--- config.mk ---
export PLATFORM = sky130hd
export DESIGN_NAME = wb_host_bridge_flat
export DESIGN_NICKNAME = d
export VERILOG_FILES = /design/src/rtl/wb_host_bridge_pkg.sv /design/src/rtl/wb_host_bridge_if.sv /design/src/rtl/wb_host_bridge_watchdog.sv /design/src/rtl/wb_host_bridge.sv /design/src/flat_wrapper.sv
export SDC_FILE = /design/constraint.sdc
export NUM_CORES = 1
export LEC_CHECK = 0
export CELL_PAD_IN_SITES_DETAIL_PLACEMENT = 0
export CELL_PAD_IN_SITES_GLOBAL_PLACEMENT = 1
export CORE_MARGIN = 10
export CORE_UTILIZATION = 33
export CTS_BUF_LIST = sky130_fd_sc_hd__clkbuf_4
export CTS_CLUSTER_DIAMETER = 50
export DETAILED_ROUTE_END_ITERATION = 7
export GPL_TIMING_DRIVEN = 0
export PLACE_DENSITY_LB_ADDON = 0.1
export SETUP_SLACK_MARGIN = 0.02
export SLEW_MARGIN = 20
export SYNTH_ARGS = -nofsm -noshare
export SYNTH_HDL_FRONTEND = slang
export SYNTH_SLANG_ARGS = --single-unit
--- constraint.sdc ---
create_clock -name wb_clk_i -period 4.91 [get_ports wb_clk_i]
set_input_delay 0.491 -clock wb_clk_i [delete_from_list [all_inputs] [get_ports wb_clk_i]]
set_output_delay 0.491 -clock wb_clk_i [all_outputs]
set_load 0.005 [all_outputs]
--- src/rtl/wb_host_bridge_pkg.sv ---
// Shared types and constants for the Wishbone host bridge.
package wb_host_pkg;

  localparam int WB_ADR_W = 32;
  localparam int WB_DAT_W = 32;
  localparam int WB_SEL_W = 4;

  // Read data returned with an aborted (timed-out) cycle.
  localparam logic [WB_DAT_W-1:0] ERR_DAT = 32'h0;

  typedef enum logic [1:0] {
    IDLE = 2'd0,
    BUS  = 2'd1,
    RESP = 2'd2
  } state_e;

endpackage

--- src/rtl/wb_host_bridge_if.sv ---
// Command/response port plus Wishbone initiator signals of the host bridge.
// The master modport is the bridge; the slave modport is its environment
// (command source, response sink and Wishbone responder).
interface wb_host_if;
  import wb_host_pkg::*;

  logic                cmd_valid_i;
  logic                cmd_ready_o;
  logic                cmd_we_i;
  logic [WB_SEL_W-1:0] cmd_sel_i;
  logic [WB_ADR_W-1:0] cmd_adr_i;
  logic [WB_DAT_W-1:0] cmd_dat_i;

  logic                rsp_valid_o;
  logic                rsp_ready_i;
  logic [WB_DAT_W-1:0] rsp_dat_o;
  logic                rsp_err_o;

  logic                wbm_cyc_o;
  logic                wbm_stb_o;
  logic                wbm_we_o;
  logic [WB_SEL_W-1:0] wbm_sel_o;
  logic [WB_ADR_W-1:0] wbm_adr_o;
  logic [WB_DAT_W-1:0] wbm_dat_o;
  logic                wbm_ack_i;
  logic [WB_DAT_W-1:0] wbm_dat_i;

  modport master (
    input  cmd_valid_i, cmd_we_i, cmd_sel_i, cmd_adr_i, cmd_dat_i,
    output cmd_ready_o,
    output rsp_valid_o, rsp_dat_o, rsp_err_o,
    input  rsp_ready_i,
    output wbm_cyc_o, wbm_stb_o, wbm_we_o, wbm_sel_o, wbm_adr_o, wbm_dat_o,
    input  wbm_ack_i, wbm_dat_i
  );

  modport slave (
    output cmd_valid_i, cmd_we_i, cmd_sel_i, cmd_adr_i, cmd_dat_i,
    input  cmd_ready_o,
    input  rsp_valid_o, rsp_dat_o, rsp_err_o,
    output rsp_ready_i,
    input  wbm_cyc_o, wbm_stb_o, wbm_we_o, wbm_sel_o, wbm_adr_o, wbm_dat_o,
    output wbm_ack_i, wbm_dat_i
  );

endinterface

--- src/rtl/wb_host_bridge_watchdog.sv ---
// 16-bit bus watchdog: cleared at cycle start, counts while enabled and
// flags the last permitted cycle (count == TIMEOUT-1). The owner stops
// enabling it once expired, so it never wraps.
module wb_host_watchdog #(
  parameter int TIMEOUT = 255
) (
  input  logic i_clk,
  input  logic i_rst,
  input  logic i_clr,
  input  logic i_en,
  output logic o_expired
);

  localparam logic [15:0] LP_LAST = 16'(TIMEOUT - 1);

  logic [15:0] r_cnt;

  // Cycle counter; clear has priority over count.
  always_ff @(posedge i_clk or posedge i_rst) begin
    // NOTE: sequential state uses non-blocking (<=) so every flop samples
    // pre-edge values regardless of statement order.
    if (i_rst)      r_cnt <= '0;
    else if (i_clr) r_cnt <= '0;
    else if (i_en)  r_cnt <= r_cnt + 16'd1;
  end

  assign o_expired = (r_cnt == LP_LAST);

endmodule

--- src/rtl/wb_host_bridge.sv ---
// Wishbone classic initiator: one valid/ready command becomes one bus cycle,
// answered by one response. A watchdog aborts cycles that are never ACKed.
module wb_host_bridge
  import wb_host_pkg::*;
#(
  parameter int TIMEOUT = 255,
  parameter int ERR_W   = 8
) (
  input  logic             wb_clk_i,
  input  logic             wb_rst_i,
  wb_host_if.master        bus,
  output logic [ERR_W-1:0] err_cnt_o
);

  state_e              r_state;
  state_e              w_state_nxt;
  logic                r_cmd_ready;
  logic                r_cyc;
  logic                r_rsp_valid;
  logic                r_we;
  logic [WB_SEL_W-1:0] r_sel;
  logic [WB_ADR_W-1:0] r_adr;
  logic [WB_DAT_W-1:0] r_dat;
  logic [WB_DAT_W-1:0] r_rsp_dat;
  logic                r_rsp_err;
  logic [ERR_W-1:0]    r_err_cnt;

  logic w_cmd_hs;
  logic w_ack_done;
  logic w_abort;
  logic w_wd_clr;
  logic w_wd_en;
  logic w_expired;

  wb_host_watchdog #(.TIMEOUT(TIMEOUT)) u_watchdog (
    .i_clk     (wb_clk_i),
    .i_rst     (wb_rst_i),
    .i_clr     (w_wd_clr),
    .i_en      (w_wd_en),
    .o_expired (w_expired)
  );

  // Next-state and per-cycle control decode; ACK beats the watchdog.
  always_comb begin
    // NOTE: every combinational output gets a default first, so no path
    // through the case can leave it unassigned and infer a latch.
    w_state_nxt = r_state;
    w_cmd_hs    = 1'b0;
    w_ack_done  = 1'b0;
    w_abort     = 1'b0;
    w_wd_clr    = 1'b0;
    w_wd_en     = 1'b0;
    case (r_state)
      IDLE: begin
        if (bus.cmd_valid_i) begin
          w_cmd_hs    = 1'b1;
          w_wd_clr    = 1'b1;
          w_state_nxt = BUS;
        end
      end
      BUS: begin
        if (bus.wbm_ack_i) begin
          w_ack_done  = 1'b1;
          w_state_nxt = RESP;
        end else if (w_expired) begin
          w_abort     = 1'b1;
          w_state_nxt = RESP;
        end else begin
          w_wd_en = 1'b1;
        end
      end
      RESP: begin
        if (bus.rsp_ready_i) w_state_nxt = IDLE;
      end
      default: w_state_nxt = IDLE;
    endcase
  end

  // State register plus registered state-decoded handshake/bus qualifiers.
  always_ff @(posedge wb_clk_i or posedge wb_rst_i) begin
    if (wb_rst_i) begin
      r_state     <= IDLE;
      r_cmd_ready <= 1'b1;
      r_cyc       <= 1'b0;
      r_rsp_valid <= 1'b0;
    end else begin
      r_state     <= w_state_nxt;
      r_cmd_ready <= (w_state_nxt == IDLE);
      r_cyc       <= (w_state_nxt == BUS);
      r_rsp_valid <= (w_state_nxt == RESP);
    end
  end

  // Command capture, response capture and saturating timeout counter.
  always_ff @(posedge wb_clk_i or posedge wb_rst_i) begin
    if (wb_rst_i) begin
      r_we      <= 1'b0;
      r_sel     <= '0;
      r_adr     <= '0;
      r_dat     <= '0;
      r_rsp_dat <= '0;
      r_rsp_err <= 1'b0;
      r_err_cnt <= '0;
    end else begin
      if (w_cmd_hs) begin
        r_we  <= bus.cmd_we_i;
        r_sel <= bus.cmd_sel_i;
        r_adr <= bus.cmd_adr_i;
        r_dat <= bus.cmd_dat_i;
      end
      if (w_ack_done) begin
        r_rsp_dat <= r_we ? '0 : bus.wbm_dat_i;
        r_rsp_err <= 1'b0;
      end else if (w_abort) begin
        r_rsp_dat <= ERR_DAT;
        r_rsp_err <= 1'b1;
        if (r_err_cnt != '1) r_err_cnt <= r_err_cnt + ERR_W'(1);
      end
    end
  end

  assign bus.cmd_ready_o = r_cmd_ready;
  assign bus.rsp_valid_o = r_rsp_valid;
  assign bus.rsp_dat_o   = r_rsp_dat;
  assign bus.rsp_err_o   = r_rsp_err;
  assign bus.wbm_cyc_o   = r_cyc;
  assign bus.wbm_stb_o   = r_cyc;
  assign bus.wbm_we_o    = r_we;
  assign bus.wbm_sel_o   = r_sel;
  assign bus.wbm_adr_o   = r_adr;
  assign bus.wbm_dat_o   = r_dat;
  assign err_cnt_o       = r_err_cnt;

endmodule

--- src/flat_wrapper.sv ---
// flat-port wrapper written by rule: the top's interface ports become plain ports
module wb_host_bridge_flat import wb_host_pkg::*;
#(
  parameter int TIMEOUT = 255,
  parameter int ERR_W   = 8
)
  (wb_clk_i, wb_rst_i, err_cnt_o, bus_cmd_valid_i, bus_cmd_we_i, bus_cmd_sel_i, bus_cmd_adr_i, bus_cmd_dat_i, bus_cmd_ready_o, bus_rsp_valid_o, bus_rsp_dat_o, bus_rsp_err_o, bus_rsp_ready_i, bus_wbm_cyc_o, bus_wbm_stb_o, bus_wbm_we_o, bus_wbm_sel_o, bus_wbm_adr_o, bus_wbm_dat_o, bus_wbm_ack_i, bus_wbm_dat_i);
  wb_host_if bus_i ();
  input  logic wb_clk_i;
  input  logic wb_rst_i;
  output logic [ERR_W-1:0] err_cnt_o;
  input wire logic [$bits(bus_i.cmd_valid_i)-1:0] bus_cmd_valid_i;
  input wire logic [$bits(bus_i.cmd_we_i)-1:0] bus_cmd_we_i;
  input wire logic [$bits(bus_i.cmd_sel_i)-1:0] bus_cmd_sel_i;
  input wire logic [$bits(bus_i.cmd_adr_i)-1:0] bus_cmd_adr_i;
  input wire logic [$bits(bus_i.cmd_dat_i)-1:0] bus_cmd_dat_i;
  output wire logic [$bits(bus_i.cmd_ready_o)-1:0] bus_cmd_ready_o;
  output wire logic [$bits(bus_i.rsp_valid_o)-1:0] bus_rsp_valid_o;
  output wire logic [$bits(bus_i.rsp_dat_o)-1:0] bus_rsp_dat_o;
  output wire logic [$bits(bus_i.rsp_err_o)-1:0] bus_rsp_err_o;
  input wire logic [$bits(bus_i.rsp_ready_i)-1:0] bus_rsp_ready_i;
  output wire logic [$bits(bus_i.wbm_cyc_o)-1:0] bus_wbm_cyc_o;
  output wire logic [$bits(bus_i.wbm_stb_o)-1:0] bus_wbm_stb_o;
  output wire logic [$bits(bus_i.wbm_we_o)-1:0] bus_wbm_we_o;
  output wire logic [$bits(bus_i.wbm_sel_o)-1:0] bus_wbm_sel_o;
  output wire logic [$bits(bus_i.wbm_adr_o)-1:0] bus_wbm_adr_o;
  output wire logic [$bits(bus_i.wbm_dat_o)-1:0] bus_wbm_dat_o;
  input wire logic [$bits(bus_i.wbm_ack_i)-1:0] bus_wbm_ack_i;
  input wire logic [$bits(bus_i.wbm_dat_i)-1:0] bus_wbm_dat_i;
  assign bus_i.cmd_valid_i = bus_cmd_valid_i;
  assign bus_i.cmd_we_i = bus_cmd_we_i;
  assign bus_i.cmd_sel_i = bus_cmd_sel_i;
  assign bus_i.cmd_adr_i = bus_cmd_adr_i;
  assign bus_i.cmd_dat_i = bus_cmd_dat_i;
  assign bus_cmd_ready_o = bus_i.cmd_ready_o;
  assign bus_rsp_valid_o = bus_i.rsp_valid_o;
  assign bus_rsp_dat_o = bus_i.rsp_dat_o;
  assign bus_rsp_err_o = bus_i.rsp_err_o;
  assign bus_i.rsp_ready_i = bus_rsp_ready_i;
  assign bus_wbm_cyc_o = bus_i.wbm_cyc_o;
  assign bus_wbm_stb_o = bus_i.wbm_stb_o;
  assign bus_wbm_we_o = bus_i.wbm_we_o;
  assign bus_wbm_sel_o = bus_i.wbm_sel_o;
  assign bus_wbm_adr_o = bus_i.wbm_adr_o;
  assign bus_wbm_dat_o = bus_i.wbm_dat_o;
  assign bus_i.wbm_ack_i = bus_wbm_ack_i;
  assign bus_i.wbm_dat_i = bus_wbm_dat_i;
  wb_host_bridge #(.TIMEOUT(TIMEOUT), .ERR_W(ERR_W)) u_core (.wb_clk_i(wb_clk_i), .wb_rst_i(wb_rst_i), .bus(bus_i), .err_cnt_o(err_cnt_o));
endmodule
==> run_summary.xml <==
<?xml version="1.0" encoding="UTF-8"?>
<metrics>
  <group name="pwr">
    <metric name="power.sequential.fraction" unit="%">41.0</metric>
    <metric name="power.density_cell_area" unit="mW/mm2">520.8</metric>
    <metric name="p_int" unit="mW">2.793</metric>
    <metric name="ir_worst_vdd" unit="uV">237.5</metric>
    <metric name="p_sw_share" unit="%">33.28</metric>
    <metric name="power.combinational.fraction" unit="%">41.3</metric>
    <metric name="total_leakage_power" unit="nW">3.701</metric>
    <metric name="switching_power" unit="mW">1.393</metric>
    <metric name="power.share.clock" unit="%">17.8</metric>
  </group>
  <group name="floorplan">
    <metric name="die_w" unit="um">146.1</metric>
    <metric name="placeableCoreArea" unit="mm2">0.01571</metric>
    <metric name="initial_core_util" unit="%">33.40</metric>
    <metric name="die-height" unit="um">146.1</metric>
    <metric name="fp.dieArea" unit="mm2">0.02135</metric>
    <metric name="rows" unit="">46</metric>
    <metric name="floorplan.io_pins" unit="">220</metric>
  </group>
  <group name="cells_and_area">
    <metric name="fin_nets" unit="">865</metric>
    <metric name="seq_area" unit="mm2">0.003279</metric>
    <metric name="synthToLayoutAreaGrowth" unit="%">53.13</metric>
    <metric name="multi_input_comb_area" unit="mm2">0.001805</metric>
    <metric name="antenna_cells" unit="">0</metric>
    <metric name="stdcell_area" unit="mm2">0.008038</metric>
    <metric name="n_fill_cell" unit="">1460</metric>
    <metric name="final_cell_count_no_fill" unit="">985</metric>
    <metric name="drive_gt1_share" unit="%">6.892</metric>
  </group>
  <group name="timing">
    <metric name="fmaxAchievable" unit="MHz">480.2</metric>
    <metric name="timing_max_transition_violations_final" unit="">0</metric>
    <metric name="final_min_period_over_clock_period" unit="%">42.41</metric>
    <metric name="worst_slew_pin_slew" unit="ns">0.6120</metric>
    <metric name="grt_setup_unrepaired" unit="">false</metric>
    <metric name="maxSlewHeadroom" unit="%">59.20</metric>
    <metric name="finalHoldViolations" unit="">0</metric>
    <metric name="timing.final.setup_violations" unit="">0</metric>
    <metric name="timing.final.ws_setup" unit="ns">2.827</metric>
    <metric name="timing.clock.skew" unit="ns">0.02183</metric>
    <metric name="fin_crit" unit="ns">2.083</metric>
  </group>
  <group name="drt">
    <metric name="first_pass_iters" unit="">4</metric>
    <metric name="detailroute.via_count" unit="">4517</metric>
    <metric name="wl_per_cell" unit="um">16.93</metric>
    <metric name="totalWireLength" unit="um">16680</metric>
    <metric name="routed_via_density" unit="">4.586</metric>
    <metric name="remaining_drc_errors" unit="">0</metric>
    <metric name="iter_0_drt_violations" unit="">258</metric>
    <metric name="antenna_left" unit="">0</metric>
  </group>
  <group name="placed_design">
    <metric name="hpwlAfterDp" unit="um">12660</metric>
    <metric name="place.gp.congestion" unit="">0.7682</metric>
    <metric name="numPlacedInstances" unit="">953</metric>
    <metric name="placement.setup.worst_slack" unit="ns">2.439</metric>
    <metric name="place.port_buffers" unit="">219</metric>
    <metric name="post_dp_cell_area" unit="mm2">0.007746</metric>
  </group>
  <group name="grt">
    <metric name="track_usage" unit="%">15.82</metric>
    <metric name="grt_remaining_overflow" unit="">0</metric>
    <metric name="antenna_found_initial" unit="">0</metric>
    <metric name="number_of_global_route_vias_before_repair" unit="">4808</metric>
    <metric name="grt_pass1_wl" unit="um">26930</metric>
    <metric name="grt_max_degree" unit="">100</metric>
  </group>
  <group name="synthesis">
    <metric name="yosys.area.top_type" unit="">sky130_fd_sc_hd__dfrtp_1</metric>
    <metric name="ranking_of_synthesized_cells_by_area" unit="">sky130_fd_sc_hd__dfrtp_1 62%, sky130_fd_sc_hd__nand2_1 16%, sky130_fd_sc_hd__a22o_1 5.3%</metric>
    <metric name="async_flop_share" unit="%">100.0</metric>
    <metric name="synth-main-ff-cell" unit="">sky130_fd_sc_hd__dfrtp_1</metric>
    <metric name="synth_seq_area_share" unit="%">62.48</metric>
    <metric name="synth.most_common_cell" unit="">sky130_fd_sc_hd__nand2_1</metric>
    <metric name="postSynthCellCount" unit="">517</metric>
    <metric name="synth-edff-count" unit="">0</metric>
    <metric name="netlist_area" unit="mm2">0.005249</metric>
    <metric name="synthDominantCellAreaShare" unit="%">61.98</metric>
    <metric name="yosysWarnings" unit="">0</metric>
    <metric name="post_synth.cell_area_avg" unit="um2">10.15</metric>
    <metric name="synth_common_cells" unit="">220 x sky130_fd_sc_hd__nand2_1, 130 x sky130_fd_sc_hd__dfrtp_1, 32 x sky130_fd_sc_hd__a22o_1</metric>
    <metric name="synth_fp_nets" unit="">626</metric>
    <metric name="synth.lib_cells_used.distinct" unit="">37</metric>
    <metric name="synth.ff_latch_count" unit="">131</metric>
  </group>
  <group name="run_status">
    <metric name="status" unit="">complete, no violations</metric>
  </group>
  <group name="clock_network">
    <metric name="tritoncts" unit="">done</metric>
    <metric name="clk_path_buf_depth" unit="">2</metric>
    <metric name="clk_pin_slew_worst_paths" unit="ns">0.13</metric>
    <metric name="hold_buffers" unit="">0</metric>
    <metric name="cts_repair_resize_count" unit="">0</metric>
    <metric name="root_buffer" unit="">sky130_fd_sc_hd__clkbuf_4</metric>
    <metric name="htreeDepth" unit="">4</metric>
    <metric name="cts-buffers-inserted" unit="">17</metric>
    <metric name="clock_latency" unit="ns">0.54</metric>
    <metric name="cts_num_sinks" unit="">131</metric>
    <metric name="post_cts_buffers" unit="">0</metric>
  </group>
  <group name="setup_path">
    <metric name="worst_path_buf_inv" unit="">1</metric>
    <metric name="worst-r2r-cell-count" unit="">5</metric>
    <metric name="timing.rr.start" unit="">u_core.r_state[1]</metric>
    <metric name="kind_of_end_point_of_the_critical_path" unit="">primary output</metric>
    <metric name="required_worst_endpoint" unit="ns">4.42</metric>
    <metric name="classification_of_the_worst_setup_path" unit="">reg2out</metric>
    <metric name="critPathArrivalTime" unit="ns">1.59</metric>
    <metric name="cp_slowest_cell" unit="">sky130_fd_sc_hd__dfstp_2</metric>
    <metric name="critical-path-top-delay-family" unit="">flip-flops</metric>
    <metric name="crit_reg_reg_endpoint" unit="">u_core.u_watchdog.r_cnt[5]</metric>
    <metric name="ff2ff_setup_slack" unit="ns">2.93</metric>
    <metric name="critical_path.startpoint_type" unit="">flop</metric>
    <metric name="critical_path.cell_chain" unit="">clkdlybuf4s50_1</metric>
    <metric name="crit_path_max_fanout" unit="">1</metric>
    <metric name="critPathMaxStageDelay" unit="ns">0.55</metric>
  </group>
  <group name="run">
    <metric name="maxCapViolations" unit="">0</metric>
  </group>
  <group name="worst_hold_path">
    <metric name="holdCritPathClass" unit="">in2async</metric>
  </group>
</metrics>
worst reg2reg max path, stage by stage, from the launching register on:
cell	delay, ns
sky130_fd_sc_hd__dfrtp_1	0.46
sky130_fd_sc_hd__nor2_1	0.15
sky130_fd_sc_hd__and2_1	0.17
sky130_fd_sc_hd__clkbuf_1	0.49
sky130_fd_sc_hd__clkbuf_1	0.48
sky130_fd_sc_hd__a21oi_1	0.10
kinds of logic after synthesis:
kind of cell    Yosys count  synth area share [%]
buf+inv                  35                 3.123
fa+ha+maj                 3                0.7152
mux                       3                0.5959
flops                   131                 62.48
simple gates            272                 22.65
xor+xnor                  7                 1.168
compound gates           66                 9.273
placed cells by master (no fill, tap or decap), types with 4 or more instances in the layout:
cell type,count
sky130_fd_sc_hd__nand2_1,220
sky130_fd_sc_hd__clkdlybuf4s50_1,219
sky130_fd_sc_hd__dfrtp_1,130
sky130_fd_sc_hd__a22o_1,32
sky130_fd_sc_hd__clkbuf_1,20
sky130_fd_sc_hd__clkbuf_4,18
sky130_fd_sc_hd__a21oi_1,15
sky130_fd_sc_hd__o31ai_1,10
sky130_fd_sc_hd__nand3_1,9
sky130_fd_sc_hd__or4_1,8
sky130_fd_sc_hd__xor2_1,7
sky130_fd_sc_hd__nor2_1,5
sky130_fd_sc_hd__nor3_1,5
sky130_fd_sc_hd__inv_1,5
sky130_fd_sc_hd__buf_2,5
sky130_fd_sc_hd__or3_1,5
sky130_fd_sc_hd__nand4_1,4
sky130_fd_sc_hd__o21ai_0,4
sky130_fd_sc_hd__clkinvlp_4,4
sky130_fd_sc_hd__clkinv_4,4
how the worst max path moves through the flow:
stage                      startpoint                          to  slack [ns]  depth (start not counted)
4_1_cts        u_core.bus.cmd_ready_o             bus_cmd_ready_o        2.76                          1
6_report       u_core.bus.cmd_ready_o             bus_cmd_ready_o        2.83                          1
3_5_place_dp            bus_wbm_ack_i  u_core.u_watchdog.r_cnt[3]        2.44                          6
3_3_place_gp                 wb_rst_i         u_core.err_cnt_o[4]       -1.09                          2
2_1_floorplan                wb_rst_i     u_core.bus.rsp_dat_o[0]        0.92                          1
5_1_grt             u_core.r_state[1]    u_core.bus.wbm_dat_o[30]        2.69                          6
flip-flops by register name, indices dropped and copies added (netlist names):
| name | flops |
|---|---|
| u_core.bus.wbm_sel_o | 4 |
| u_core.err_cnt_o | 8 |
| u_core.bus.rsp_err_o | 1 |
| u_core.u_watchdog.r_cnt | 16 |
| u_core.bus.wbm_cyc_o | 1 |
| u_core.bus.cmd_ready_o | 1 |
| u_core.r_state | 2 |
| u_core.bus.rsp_valid_o | 1 |
| u_core.bus.rsp_dat_o | 32 |
| u_core.bus.wbm_adr_o | 32 |
| u_core.bus.wbm_we_o | 1 |
| u_core.bus.wbm_dat_o | 32 |
metrics by stage:
stage	hold WS [ns]	setup TNS [ns]	util (%)	power [mW]
floorplan	0.4697	0	-	2.344
global placement	0.4575	-139.94	49.08	3.469
detailed placement	0.4613	0	49.30	3.501
CTS	0.2341	0	51.15	4.268
global route	0.2616	0	51.15	4.507
finish	0.2858	0	51.15	4.186
layer usage:
layer	global-route usage (%)	part of all wire, %	up-vias
met5	0	0	-
met4	6.507	2.7	0
met1	17.32	39	2150
li1	-	-	2202
met2	25.37	48	136
met3	8.282	10	29
power by group through the flow:
stage,sequential [mW],clock [mW],combinational (mW)
2_1_floorplan,1.75,0,0.598
3_3_place_gp,1.71,0,1.76
3_5_place_dp,1.73,0,1.77
4_1_cts,1.72,0.772,1.78
5_1_grt,1.77,0.818,1.92
6_report,1.71,0.745,1.73
layout make-up:
cell class	count	area share [%]
clock inverter	14	1.946
tap	216	3.362
multi-input combinational	351	22.46
buffer	29	1.759
inverter	6	0.3736
sequential	131	40.80
timing repair buffer	220	27.62
clock buffer	18	1.681
Power figures use the tool's default switching activity.
